### config.mk
export PLATFORM = sky130hd
export DESIGN_NAME = synaptic_sram_arbiter
export DESIGN_NICKNAME = d
export VERILOG_FILES = /design/src/rtl/synaptic_sram_arbiter.sv
export SDC_FILE = /design/constraint.sdc
export NUM_CORES = 1
export LEC_CHECK = 0
export CAP_MARGIN = 10
export CORE_UTILIZATION = 40
export DETAILED_ROUTE_END_ITERATION = 10
export PLACE_DENSITY_LB_ADDON = 0.2
export SLEW_MARGIN = 20
export SYNTH_ARGS = -nofsm -noshare
export SYNTH_HDL_FRONTEND = slang
export SYNTH_SLANG_ARGS = --single-unit
### constraint.sdc
create_clock -name clk -period 5 [get_ports clk]
set_input_delay 0.5 -clock clk [delete_from_list [all_inputs] [get_ports clk]]
set_output_delay 0.5 -clock clk [all_outputs]
set_load 0.05 [all_outputs]
### src/rtl/synaptic_sram_arbiter.sv
// Shares one single-port synaptic SRAM between inference reads and learning read-modify-write updates.
// Define SYN_ARB_SAT_EN for saturating 8-bit lane sums; by default lane sums wrap modulo 256.
module synaptic_sram_arbiter #(
  parameter int ADDR_WIDTH   = 8,
  parameter int DATA_WIDTH   = 32,
  parameter int STARVE_LIMIT = 4
) (
  input  logic                  clk,
  input  logic                  rst,
  input  logic                  inf_req,
  input  logic [ADDR_WIDTH-1:0] inf_addr,
  output logic                  inf_gnt,
  output logic                  inf_rvalid,
  output logic [DATA_WIDTH-1:0] inf_rdata,
  input  logic                  upd_req,
  input  logic [ADDR_WIDTH-1:0] upd_addr,
  input  logic [DATA_WIDTH-1:0] upd_delta,
  output logic                  upd_gnt,
  output logic                  upd_done,
  output logic                  sram_cs,
  output logic                  sram_we,
  output logic [ADDR_WIDTH-1:0] sram_a,
  output logic [DATA_WIDTH-1:0] sram_d,
  input  logic [DATA_WIDTH-1:0] sram_q
);
  localparam int LANES = DATA_WIDTH / 8;
  localparam int CW = $clog2(STARVE_LIMIT + 1);
  localparam logic [CW-1:0] LIMIT = CW'(STARVE_LIMIT);

  typedef enum logic [1:0] {IDLE, UPD_CALC, UPD_WR} state_t;

  state_t                  state, state_nxt;
  logic [CW-1:0]           starve;
  logic [ADDR_WIDTH-1:0]   cap_addr;
  logic [DATA_WIDTH-1:0]   cap_delta, result, sum;

  always_comb begin
    state_nxt = state;
    inf_gnt   = 1'b0;
    upd_gnt   = 1'b0;
    upd_done  = 1'b0;
    sram_cs   = 1'b0;
    sram_we   = 1'b0;
    sram_a    = inf_addr;
    sram_d    = result;
    if (!rst) begin
      case (state)
        IDLE: begin
          // a starved update pre-empts inference only once the limit is reached
          inf_gnt = inf_req && !(upd_req && starve == LIMIT);
          upd_gnt = upd_req && !inf_gnt;
          sram_cs = inf_gnt || upd_gnt;
          sram_a  = inf_gnt ? inf_addr : upd_addr;
          if (upd_gnt) state_nxt = UPD_CALC;
        end
        UPD_CALC: state_nxt = UPD_WR;
        UPD_WR: begin
          sram_cs   = 1'b1;
          sram_we   = 1'b1;
          sram_a    = cap_addr;
          upd_done  = 1'b1;
          state_nxt = IDLE;
        end
        default: state_nxt = IDLE;
      endcase
    end
  end

  for (genvar i = 0; i < LANES; i++) begin : g_lane
`ifdef SYN_ARB_SAT_EN
    logic [8:0] s;
    assign s = {sram_q[8*i+7], sram_q[8*i +: 8]} + {cap_delta[8*i+7], cap_delta[8*i +: 8]};
    // sign disagreement between bits 8 and 7 marks an overflow; clamp toward the true sign
    assign sum[8*i +: 8] = (s[8] != s[7]) ? (s[8] ? 8'h80 : 8'h7F) : s[7:0];
`else
    assign sum[8*i +: 8] = sram_q[8*i +: 8] + cap_delta[8*i +: 8];
`endif
  end

  always_ff @(posedge clk) begin
    if (rst) begin
      state      <= IDLE;
      starve     <= '0;
      inf_rvalid <= 1'b0;
      cap_addr   <= '0;
      cap_delta  <= '0;
      result     <= '0;
    end else begin
      state      <= state_nxt;
      inf_rvalid <= inf_gnt;
      if (upd_gnt) begin
        cap_addr  <= upd_addr;
        cap_delta <= upd_delta;
      end
      if (state == UPD_CALC) result <= sum;
      if (!upd_req || upd_gnt) starve <= '0;
      else if (inf_gnt && starve != LIMIT) starve <= starve + 1'b1;
    end
  end

  // SRAM output is live in the cycle after the grant; gate so idle read data stays zero
  assign inf_rdata = inf_rvalid ? sram_q : '0;

endmodule

# After elaboration in Yosys (flattened, before gate mapping)
# Index checks and enable logic that the tools add are counted.
# totals
wordCells	41
input_bits	84
ff_bits	78
# classes
mux	14
n_eq_ne	5
reduce_logical	11
add_sub_neg	5
# op_table
cell	count
$add 8x8->8	4
$mux 32	1
$mux 8	2
$pmux 8 s2	1
$mux 1	7
$logic_and 1x1->1	4
$pmux 2 s2	1
$add 3x1->3 const B	1
$eq 3x3->1 const B	1
$logic_not 1->1	3
$ne 3x3->1 const B	1
$eq 2x1->1 const B	1
$eq 2x2->1 const B	1
$logic_not 2->1	1
$logic_or 1x1->1	2
$mux 2	1
$ne 2x2->1 const B	1
$pmux 1 s2	1
$reduce_or 2->1	1

# Depth between registers and ports, before layout
# Gate-level depths: netlist of the first run.
# depth
word_depth	10
depth_mapped	8

# Least setup slack after synthesis of the first run
# Ideal clock, no wire load.
# synth_path
kind	input -> output
startpoint	input port rst
endpoint	output port sram_a[0]
path_buffers	1
path_stages	5
arrival_ns	1.993
t_required_ns	4.500
setup_slack_ns	2.507
path_cell_list	clkbuf_1 -> nor2_1 -> nand2_1 -> o22ai_1 -> a21oi_1
# synth_between
elab_chain_len	1
# synth_lines
element	line	rtl
start: declaration	9	input logic rst,
$mux 8	46	if (!rst) begin
end: declaration	22	output logic [ADDR_WIDTH-1:0] sram_a,
# Every way passes these cells.

# Worst setup path in the final report of the first run
# layout_path
startpoint	register starve[0]
endpoint	output port upd_gnt
# layout_between
elab_chain_len	8
# layout_lines
element	line	rtl
start: declaration	33	logic [CW-1:0] starve;
start signal: assignment	97	else if (inf_gnt && starve != LIMIT) starve <= starve + 1'b1;
$eq 3x3->1	50	inf_gnt = inf_req && !(upd_req && starve == LIMIT);
$logic_and 1x1->1	50	
$logic_not 1->1	50	
$logic_and 1x1->1	50	
$logic_not 1->1	51	upd_gnt = upd_req && !inf_gnt;
$logic_and 1x1->1	51	
$mux 1	47	case (state)
$mux 1	46	
end: declaration	18	output logic upd_gnt,
# Every way passes these cells.

==> summary.md, run 1 <==
| Metric | Value |
|---|---|
| Total routed wirelength | `12300 µm` |
| Mapped cell area | `4350 µm²` |
| I/O Buffers | `161` |
| Initial antenna violation count | `0` |
| Total gr overflow | `0` |
| Worst Path Max Fanout | `42` |
| Hold slack final | `459 ps` |
| Slew Limit Fails | `0` |
| Vias in the first global route | `4227` |
| CTS resizes | `0` |
| # hold bufs at CTS | `0` |
| Most frequent cells in the layout | `clkdlybuf4s50_1 (160), nand2_1 (107), a21oi_1 (78)` |
| Placer's final routability congestion estimate | `0.862` |
| Outcome | `complete, no violations` |
| Final Cycle Share | `76.2%` |
| Sequential cell area | `1560 µm²` |
| Ys Warns | `0` |
| F_max | `262 MHz` |
| Multi-input logic area | `2630 µm²` |
| Commonest non-fill, non-tap cell in the layout | `clkdlybuf4s50_1` |
| Routed vias | `4452` |
| Largest net degree at the start of global routing | `84` |
| Slew headroom | `29.5%` |
| WL per Instance | `14.9 µm` |
| Drt pass-1 iters | `4` |
| Die Y | `106 µm` |
| WS Path Type | `reg -> out` |
| Worst-Skew Late Latency | `340 ps` |
| Max Root-Sink Buffers | `2` |
| Die area | `11300 µm²` |
| # diodes | `0` |
| ANT nets after route | `0` |
| Max-capacitance violation count | `0` |
| Final number of hold-violating endpoints | `0` |
| Vias per cell | `5.39` |
| Final HPWL from detailed placement | `8780 µm` |
| Layout cells sized above 1 | `3.19%` |
| Clk pin slew, worst setup/hold paths | `80 ps` |
| CP arrival | `3310 ps` |
| Avg Inst Size Synth | `8.03 µm²` |
| I/O pin count | `162` |
| Worst setup SP type | `flop` |
| Nets | `803` |
| Row count | `37` |
| Core Area | `10400 µm²` |
| Synth unique cells | `37` |
| Req. time, crit path | `4500 ps` |
| Net Count, Synth | `660` |
| Total Power | `1.54 mW` |
| DR iter-0 viols | `228` |
| Dpl cell area | `6020 µm²` |
| Pwr/cell area | `248 nW/µm²` |
| # Post-CTS Setup Buffers | `0` |
| Worst clock skew | `11.9 ps` |
| Synthesized instance count | `542` |
| Max rail drop VDD | `161 µV` |
| Worst hold path class | `reg -> reg` |
| Post-Layout Cell Count | `826` |
| Die X | `106 µm` |
| CTS Sinks | `78` |
| RSZ-0062 raised after global routing | `no` |
| Final Cell Area | `6220 µm²` |
| TritonCTS clock tree | `yes` |
| Remaining DRCs | `0` |
| Post-Place Cells | `810` |
| Leak | `2.39 nW` |
| First-pass GRT wire length | `19900 µm` |
| Setup_tns | `0 ps` |
| Root Buffer | `clkbuf_8` |
| Num CTS Buffers | `9` |
| Slew @ Worst Pin | `1060 ps` |
| FILL cells | `967` |
| Synth-to-layout area growth | `42.8%` |
| Synth Register Bits | `78` |
| Sequential cell area fraction in the yosys report | `35.9%` |
| Total GRT Usage | `21.6%` |
| Setup violations, final | `0` |
| CP Capture Type | `output pin` |
| Max H-tree Level | `3` |
| Starting Density | `41.8%` |
| Final min period | `3810 ps` |
## cells in the mapped netlist
cell	instances	area [µm²]
nand2_1	107	402
a21oi_1	78	390
dfxtp_1	78	1560
and2_1	34	213
ha_1	30	375
clkbuf_1	22	82.6
o21ai_0	20	100
nor3b_1	16	120
o22ai_1	16	100
a211oi_1	14	105
nor2_1	14	52.6
a21o_1	13	97.6
nand3_1	8	40.0
inv_1	7	26.3
xnor2_1	7	61.3
xor2_1	7	61.3
a2111oi_0	6	52.6
nor4_1	6	37.5
buf_4	5	37.5
nand4_1	5	31.3
or3_1	5	31.3
a211o_1	4	35.0
a311o_1	4	40.0
a32o_1	4	40.0
and3_1	4	25.0
buf_1	4	15.0
fa_1	4	80.1
nor3_1	4	20.0
o211ai_1	4	30.0
mux2i_1	3	30.0
nand2b_1	2	12.5
o31ai_1	2	15.0
a2111o_1	1	11.3
buf_2	1	5.00
inv_2	1	3.75
nor2b_1	1	6.26
or2_1	1	6.26
## sequential cells by signal, summed over array words and instances (netlist names)
signal / cells
starve: 3
cap_addr: 8
sram_d: 32
state: 2
cap_delta: 32
inf_rvalid: 1
## path summary, 6_finish.rpt
check                                end  slack [ps]  depth (start not counted)                    from
setup / recovery                 upd_gnt        1190                          7  starve[0]$_SDFFE_PP0P_
hold / removal    sram_d[7]$_SDFFE_PP0N_         460                          2  sram_d[7]$_SDFFE_PP0N_
setup reg to reg  starve[0]$_SDFFE_PP0P_        2560                          8  starve[0]$_SDFFE_PP0P_
hold reg to reg   sram_d[7]$_SDFFE_PP0N_         460                          2  sram_d[7]$_SDFFE_PP0N_
## layout make-up
cell class                      count  area share [%]
Inverter                            8           0.483
Clock inverter                      5           0.946
Clock buffer                       11            2.27
Multi-Input combinational cell    424            42.2
Timing Repair Buffer              164            26.2
Tap cell                          136            2.74
Sequential cell                    78            25.1
## where the power goes
group / internal [mW] / total [mW] / switching, mW
Clock: 0.245 / 0.481 / 0.237
Sequential: 0.643 / 0.661 / 0.0174
Combinational: 0.169 / 0.402 / 0.233
## metrics by stage
step                      utilization, %  setup slack (ps)
after floorplan                        -              2510
after global placement              57.8              1290
after detailed placement            57.8              1230
after CTS                           59.7              1180
after global routing                59.7              1020
final                               59.7              1190
## layer usage
layer / track usage (%) / share of wire [%]
met2: 36.1 / 48
met5: 0 / 0
met4: 6.55 / 0.81
met3: 3.92 / 5.7
met1: 28.1 / 45
## kinds of logic (layout without fill, tap and decap cells)
kind of cell               Yosys count  after routing  share of synthesized area, %
adders and majority gates           34             34                          10.5
muxes                                3              3                         0.690
DFF                                 78             78                          35.9
and+or+nand+nor                    207            207                          22.9
buffers and inverters               40            188                          3.91
AOI/OAI and AO/OA                  166            166                          23.4
xor gates and xnor gates            14             14                          2.82
## worst max-delay path, cell delays in order, from the launching register on
cell,delay (ps)
dfxtp_1,330
inv_1,90
ha_1,170
nand2_1,90
a2111o_1,430
buf_4,290
inv_2,600
clkdlybuf4s50_1,930
No activity file was read; power rests on OpenSTA's default activity.
==> run 2: changes to the inputs <==
Clock period 5 ns to 3.8 ns, I/O delays scaled along.
==> run 2 against run 1 <==
Sequential power up 32%. Sequential share of layout area down 0.17 points. Non-clock buffer count up 1. Clock power up 56%. Combinational power up 31%. Final cell count unchanged. Core utilization up 0.40 points. First-iteration DRC count down 35%. Clock skew up 3.7 ps. Largest cell class unchanged.
==> summary.md, run 2 (synthesis gave the netlist of run 1 again) <==
| Metric | Value |
|---|---|
| Outcome | `complete, no violations` |
| Final Cycle Share | `76.2%` |
| Final HPWL from detailed placement | `8920 µm` |
| Layout cells sized above 1 | `3.33%` |
| Crit path cell chain | `nor2_1 > nand2_1 > o22ai_1 > a21oi_1 > clkdlybuf4s50_1` |
| Slowest cell delay on critical path | `720 ps` |
| Core Area | `10400 µm²` |
| FF-to-FF path depth | `9` |
| WP buf/inv | `1` |
| Vias in the first global route | `4158` |
| Pwr/cell area | `343 nW/µm²` |
| CTS resizes | `0` |
| F_max | `346 MHz` |
| Max H-tree Level | `3` |
| Synth-to-layout area growth | `43.7%` |
| I/O Buffers | `161` |
| Top delay family on crit path | `simple AND/OR/NAND/NOR gates` |
| RSZ-0062 raised after global routing | `no` |
| Setup violations, final | `0` |
| Drt pass-1 iters | `4` |
| CTS Sinks | `78` |
| Num CTS Buffers | `9` |
| Worst r2r dst | `cap_addr[3]$_SDFFE_PP0P_` |
| CP arrival | `2510 ps` |
| Reg2reg setup slack | `1390 ps` |
| Worst Path Max Fanout | `9` |
| I/O pin count | `162` |
| First-pass GRT wire length | `19900 µm` |
| Slew headroom | `29.9%` |
| Worst clock skew | `15.6 ps` |
| Critical path launch point | `state[0]$_SDFFE_PP0P_` |
| Hold EP | `cap_addr[2]$_SDFFE_PP0P_` |
| Worst-Skew Late Latency | `350 ps` |
| Setup_tns | `0 ps` |
| Vias per cell | `5.31` |
| DR iter-0 viols | `148` |
| Die Y | `106 µm` |
| Max rail drop VDD | `223 µV` |
| # Post-CTS Setup Buffers | `0` |
| Die area | `11300 µm²` |
| Row count | `37` |
| Root Buffer | `clkbuf_8` |
| WS Path Type | `reg -> out` |
| Max-capacitance violation count | `0` |
| CP Capture Type | `output pin` |
| Nets | `804` |
| Max Root-Sink Buffers | `2` |
| Commonest non-fill, non-tap cell in the layout | `clkdlybuf4s50_1` |
| # hold bufs at CTS | `0` |
| Final number of hold-violating endpoints | `0` |
| Remaining DRCs | `0` |
| Placer's final routability congestion estimate | `0.892` |
| Largest net degree at the start of global routing | `81` |
| Final min period | `2890 ps` |
| Slew Limit Fails | `0` |
| Die X | `106 µm` |
| Worst Hold Depth | `2` |
| Req. time, crit path | `3420 ps` |
| Starting Density | `41.8%` |
| Worst hold path class | `in -> reg` |
| TritonCTS clock tree | `yes` |
| Hold slack final | `253 ps` |
| Worst setup SP type | `flop` |
| Clk pin slew, worst setup/hold paths | `80 ps` |
| # diodes | `0` |
| Routed vias | `4388` |
| Total GRT Usage | `21.8%` |
| Most frequent cells in the layout | `clkdlybuf4s50_1 (159), nand2_1 (107), a21oi_1 (78)` |
| FF-to-FF Start | `starve[0]$_SDFFE_PP0P_` |
| Slew @ Worst Pin | `1050 ps` |
| WL per Instance | `14.7 µm` |
| Hold Path Origin | `rst` |
| Initial antenna violation count | `0` |
| Slowest CP cell | `clkdlybuf4s50_1` |
| ANT nets after route | `0` |
| Total gr overflow | `0` |
| Total routed wirelength | `12200 µm` |
| Leak | `2.42 nW` |
-- run 2: changes by cell type in the layout (fill, tap and decap cells not counted), sizes merged --
cell,before,now
buf,4,6
bufinv,1,3
clkinvlp,2,0
clkdlybuf4s50,160,159
clkinv,2,1
-- run 2: worst max path at each step --
stage                     end  slack (ps)  cells after the start
global route        sram_a[6]         730                      5
CTS                 sram_a[4]         940                      5
floorplan             inf_gnt        1470                      5
detailed placement  sram_a[7]        1040                      6
global placement    sram_a[4]        1090                      6
finish              sram_a[7]         910                      5
-- run 2: per-layer routing --
layer,vias up,global-route usage [%],part of all wire (%)
li1,2241,-,-
met1,2021,27.9,46
met2,111,36.8,48
met3,15,4.23,4.7
met4,0,6.85,1.2
met5,-,0,0
-- run 2: area by class of cell --
cell class | count | area (µm²)
clock inverters | 4 | 95.1
well taps | 136 | 170
fillers | 923 | 4160
clock buffers | 11 | 141
repair buffers | 165 | 1630
multi-input cells | 424 | 2630
inverters | 8 | 30.0
flip-flops and latches | 78 | 1560
-- run 2: per-stage QoR --
step	worst slack [ps]	utilization (%)	instances	power, mW	area (µm²)
after CTS	938	60.1	826	2.16	6260
after floorplan	1470	-	542	1.20	4350
after global placement	1090	57.8	811	1.41	6020
after detailed placement	1040	57.8	811	1.42	6020
final	906	60.1	826	2.15	6260
after global routing	729	60.1	826	2.24	6260
-- run 2: power breakdown --
part           switching (mW)  total, mW  internal, mW
logic                   0.305      0.528         0.223
registers              0.0230      0.870         0.847
clock network           0.300      0.751         0.450
total                   0.628       2.15          1.52
==> variant 1, RTL diff (flow settings as in run 2) <==
Set the parameter `STARVE_LIMIT` to 2 (it was 4).
--- a/src/rtl/synaptic_sram_arbiter.sv
+++ b/src/rtl/synaptic_sram_arbiter.sv
@@ -3,7 +3,7 @@
 module synaptic_sram_arbiter #(
   parameter int ADDR_WIDTH   = 8,
   parameter int DATA_WIDTH   = 32,
-  parameter int STARVE_LIMIT = 4
+  parameter int STARVE_LIMIT = 2
 ) (
   input  logic                  clk,
   input  logic                  rst,
Check against the original RTL: not equivalent (a bounded check fails within 4 cycles, from zero or initial values and one cycle with rst high).
==> variant 1 against run 2 <==
- clock skew shrank 0.0094 ns
- clock power shrank 22%
- routed wire length shrank 5.0%
- core utilization shrank 0.90 points
- worst setup slack lost 0.37 ns
- total power shrank 7.4%
- sequential cell count shrank 1
- global-route usage shrank 0.75 points
- cell area shrank 2.4%
- area after synthesis shrank 2.3%
- largest cell class unchanged
==> variant 1: results (changes against run 2) <==
----------------------------------------------------
[Place]
  Final estimated routing congestion in global placement ... 0.886 (was 0.892)
  Worst slack, placed ... 0.630 ns (was 1.04 ns)
  DP Wirelength ... 8440 um (was 8920 um)
  Instance area after placement ... 5930 um^2 (was 6020 um^2)

[Status]
  Outcome ... completed (unchanged)

[Yosys]
  Fraction of the yosys area taken by sequential cells ... 36.2% (was 35.9%)
  Synthesized-area fraction occupied by ao, oa, aoi and oai cells ... 21.3% (was 23.4%)
  Count of unique library cells instantiated by Yosys ... 41 (was 37)
  Combinational family with the most area after synthesis ... simple AND/OR/NAND/NOR gates (was compound AO/OA/AOI/OAI gates)
  Biggest area contributors in the synthesized netlist ... sky130_fd_sc_hd__dfxtp_1 (36%), sky130_fd_sc_hd__nand2_1 (9.5%), sky130_fd_sc_hd__ha_1 (8.5%) (was sky130_fd_sc_hd__dfxtp_1 (36%), sky130_fd_sc_hd__nand2_1 (9.2%), sky130_fd_sc_hd__a21oi_1 (9.0%))
  Synthesized-area fraction occupied by adder cells ... 10.4% (was 10.5%)
  Mux share of post-synthesis cell area ... 0% (was 0.690%)
  Net count after synthesis ... 636 (was 660)

[Finish]
  Share of post-route cells with drive strength above 1 ... 3.43% (was 3.33%)
  Layout Cells excl Fill ... 807 (was 826)
  Layout filler cell count ... 924 (was 923)

[Global route]
  Wire length of the first global-routing pass ... 18500 um (was 19900 um)
  Pin count of the biggest net entering global routing ... 67 (was 81)

[Min path]
  Hold EP ... inf_rvalid$_SDFF_PP0_ (was cap_addr[2]$_SDFFE_PP0P_)

[Pwr]
  Leakage ... 2.38 nW (was 2.42 nW)
  Net switching power ... 0.000605 W (was 0.000628 W)
  Worst IR Drop VDD ... 233 uV (was 223 uV)

[Timing]
  Clock skew ... 0.00621 ns (was 0.0156 ns)

[Drt]
  DRT iter0 DRCs ... 140 (was 148)

[Critical path]
  R2R depth ... 4 (was 9)
  Reg2Reg Setup Slack ... 1.64 ns (was 1.39 ns)
  Worst path top cell family by delay ... compound AO/OA/AOI/OAI gates (was simple AND/OR/NAND/NOR gates)

----------------------------------------------------
-- variant 1: cell types whose count changed in the layout (fill, tap and decap cells not counted), moves of 5 or more --
cell and delta:
sky130_fd_sc_hd__nand4_1 -5, sky130_fd_sc_hd__nor4_1 -5, sky130_fd_sc_hd__a22oi_1 +20, sky130_fd_sc_hd__nor3b_1 -16, sky130_fd_sc_hd__a211oi_1 -10, sky130_fd_sc_hd__a21oi_1 -19
sky130_fd_sc_hd__nand3b_1 +12, sky130_fd_sc_hd__a21o_1 -8, sky130_fd_sc_hd__inv_1 +13, sky130_fd_sc_hd__o22ai_1 -16, sky130_fd_sc_hd__or4_1 +5, sky130_fd_sc_hd__xnor2_1 +9
sky130_fd_sc_hd__nor2b_1 +6
-- variant 1: cell families (layout without fill, tap and decap cells) --
group,after synthesis,in the layout
xor+xnor,20,20
simple gates,200,200
compound gates,141,141
buf+inv,48,200
fa+ha+maj,33,33
flops,77,77
-- variant 1: area by class of cell --
type | count | area [um^2] | area share (%)
sequential | 77 | 1540 | 25.2
tap | 136 | 170 | 2.79
clock buffer | 12 | 145 | 2.38
inverter | 21 | 80.1 | 1.31
clock inverter | 2 | 35.0 | 0.573
multi-input combinational | 394 | 2500 | 41.0
timing repair buffer | 165 | 1630 | 26.7
-- variant 1: worst min-delay path, cell delays in order --
cell                      delay, ns
sky130_fd_sc_hd__buf_2         0.11
sky130_fd_sc_hd__or4b_1        0.16
sky130_fd_sc_hd__a21oi_1       0.05
-- variant 1: routing by layer --
| metal | up-vias | wire (um) | GRT usage [%] |
|---|---|---|---|
| li1 | 2115 | - | - |
| met1 | 1918 | 4880 | 23.4 |
| met2 | 132 | 5800 | 39.1 |
| met3 | 14 | 705 | 5.68 |
| met4 | 0 | 176 | 5.73 |
| met5 | - | 0 | 0 |
==> variant 2, RTL diff (settings of run 2) <==
Made on the original files. Make the reset (`rst`) asynchronous in one clocked block.
--- a/src/rtl/synaptic_sram_arbiter.sv
+++ b/src/rtl/synaptic_sram_arbiter.sv
@@ -77,7 +77,7 @@
 `endif
   end
 
-  always_ff @(posedge clk) begin
+  always_ff @(posedge clk or posedge rst) begin
     if (rst) begin
       state      <= IDLE;
       starve     <= '0;
Check against the original RTL: differs if rst is asserted again (counterexample within 4 cycles, from zero or initial values and one cycle with rst high); with rst held inactive, the same outputs for 10 cycles.
==> variant 2 against run 2 <==
- routed wire length shrank 7.0%
- worst setup slack lost 0.32 ns
- sequential share of layout area is 4.5 points higher
- critical path depth grew 2
- count of clock-buffer cells in the layout unchanged
- cell area rose by 6.0%
- area after synthesis grew 7.3%
- sequential cell count is the same
Power is not compared: it rests on default switching activity, and its combinational part moved more than twofold at a synthesized area within 25%.
==> variant 2: results (changes against run 2) <==
----------------------------------------------------
[Status]
  Outcome ... completed (unchanged)

[Min path]
  Type of the most critical hold path ... reg2reg (was in2reg)
  Startpoint of the lowest-slack hold path ... sram_d[17]$_DFFE_PP0N_ (was rst)

[Clock tree]
  Clock Root Buffer ... sky130_fd_sc_hd__clkbuf_16 (was sky130_fd_sc_hd__clkbuf_8)
  Clock network latency to the later pin of the worst-skew pair ... 0.33 ns (was 0.35 ns)

[Global route]
  Met1 track demand over resource in global routing ... 22.4% (was 27.9%)
  Wire length of the first global-routing pass ... 17900 um (was 19900 um)
  Global routing met3 resource utilization ... 4.29% (was 4.23%)

[Critical path]
  Startpoint of the worst register-to-register path ... state[0]$_DFFE_PP0P_ (was starve[0]$_SDFFE_PP0P_)
  Launch point of the critical path ... rst (was state[0]$_SDFFE_PP0P_)
  Reg2Reg Setup Slack ... 1.41 ns (was 1.39 ns)
  Worst path top cell family by delay ... buffers and inverters (was simple AND/OR/NAND/NOR gates)
  Critical R2R Capture ... cap_delta[27]$_DFFE_PP0P_ (was cap_addr[3]$_SDFFE_PP0P_)
  Arrival time worst endpoint ... 2.84 ns (was 2.51 ns)
  Largest incremental delay on the critical path ... 0.84 ns (was 0.72 ns)

[Yosys]
  Mux share of post-synthesis cell area ... 12.7% (was 0.690%)
  Gate count of the mapped netlist ... 435 (was 542)
  Count of unique library cells instantiated by Yosys ... 40 (was 37)
  Synthesized-area fraction occupied by ao, oa, aoi and oai cells ... 13.7% (was 23.4%)
  Biggest area contributors in the synthesized netlist ... sky130_fd_sc_hd__dfrtp_1 (42%), sky130_fd_sc_hd__mux2_4 (12%), sky130_fd_sc_hd__ha_1 (8.0%) (was sky130_fd_sc_hd__dfxtp_1 (36%), sky130_fd_sc_hd__nand2_1 (9.2%), sky130_fd_sc_hd__a21oi_1 (9.0%))
  Net count after synthesis ... 553 (was 660)

[Finish]
  Fin nets ... 713 (was 804)
  Relative area of clock buffers and inverters in the final design ... 4.04% (was 3.78%)
  Share of post-route cells with drive strength above 1 ... 12.0% (was 3.33%)
  Multi-input gates ... 322 (was 424)
  Number of sequential cells ... 78 (unchanged)
  Buffering overhead ... 25.1% (was 26.1%)

[Die]
  Number of tapcells ... 143 (was 136)

[Place]
  Instance area after placement ... 6360 um^2 (was 6020 um^2)
  Final estimated routing congestion in global placement ... 0.772 (was 0.892)
  Worst slack, placed ... 0.577 ns (was 1.04 ns)
  Placed Instances ... 727 (was 811)

[Drt]
  Total length of routed met2 wires ... 5560 um (was 5900 um)
  Met1 Wirelength ... 4870 um (was 5550 um)
  Met3 routed WL ... 721 um (was 569 um)
  Post-Route WL ... 11300 um (was 12200 um)
  DRT iter0 DRCs ... 80 (was 148)
  Vias after detailed routing ... 3778 (was 4388)

[Timing]
  Smallest hold slack ... 0.476 ns (was 0.253 ns)
  Transition time of the tightest slew-check pin ... 0.945 ns (was 1.05 ns)
  Tmin final ... 3.22 ns (was 2.89 ns)

----------------------------------------------------
-- variant 2: cell count changes after synthesis, moves of 6 or more --
cell	before	now
sky130_fd_sc_hd__nand2_1	107	51
sky130_fd_sc_hd__dfxtp_1	78	0
sky130_fd_sc_hd__o22ai_1	16	0
sky130_fd_sc_hd__a211oi_1	14	5
sky130_fd_sc_hd__mux2_4	0	38
sky130_fd_sc_hd__a22oi_1	0	8
sky130_fd_sc_hd__clkbuf_1	22	10
sky130_fd_sc_hd__dfrtp_1	0	78
sky130_fd_sc_hd__a21oi_1	78	24
sky130_fd_sc_hd__nor4_1	6	0
sky130_fd_sc_hd__nor3b_1	16	2
sky130_fd_sc_hd__o21ai_0	20	33
sky130_fd_sc_hd__inv_1	7	17
sky130_fd_sc_hd__nor2_1	14	6
-- variant 2: where the power goes --
group          switching (W)  internal (W)  total (W)
registers           0.000190       0.00113    0.00132
clock network       0.000326      0.000454   0.000780
logic                0.00130      0.000899    0.00220
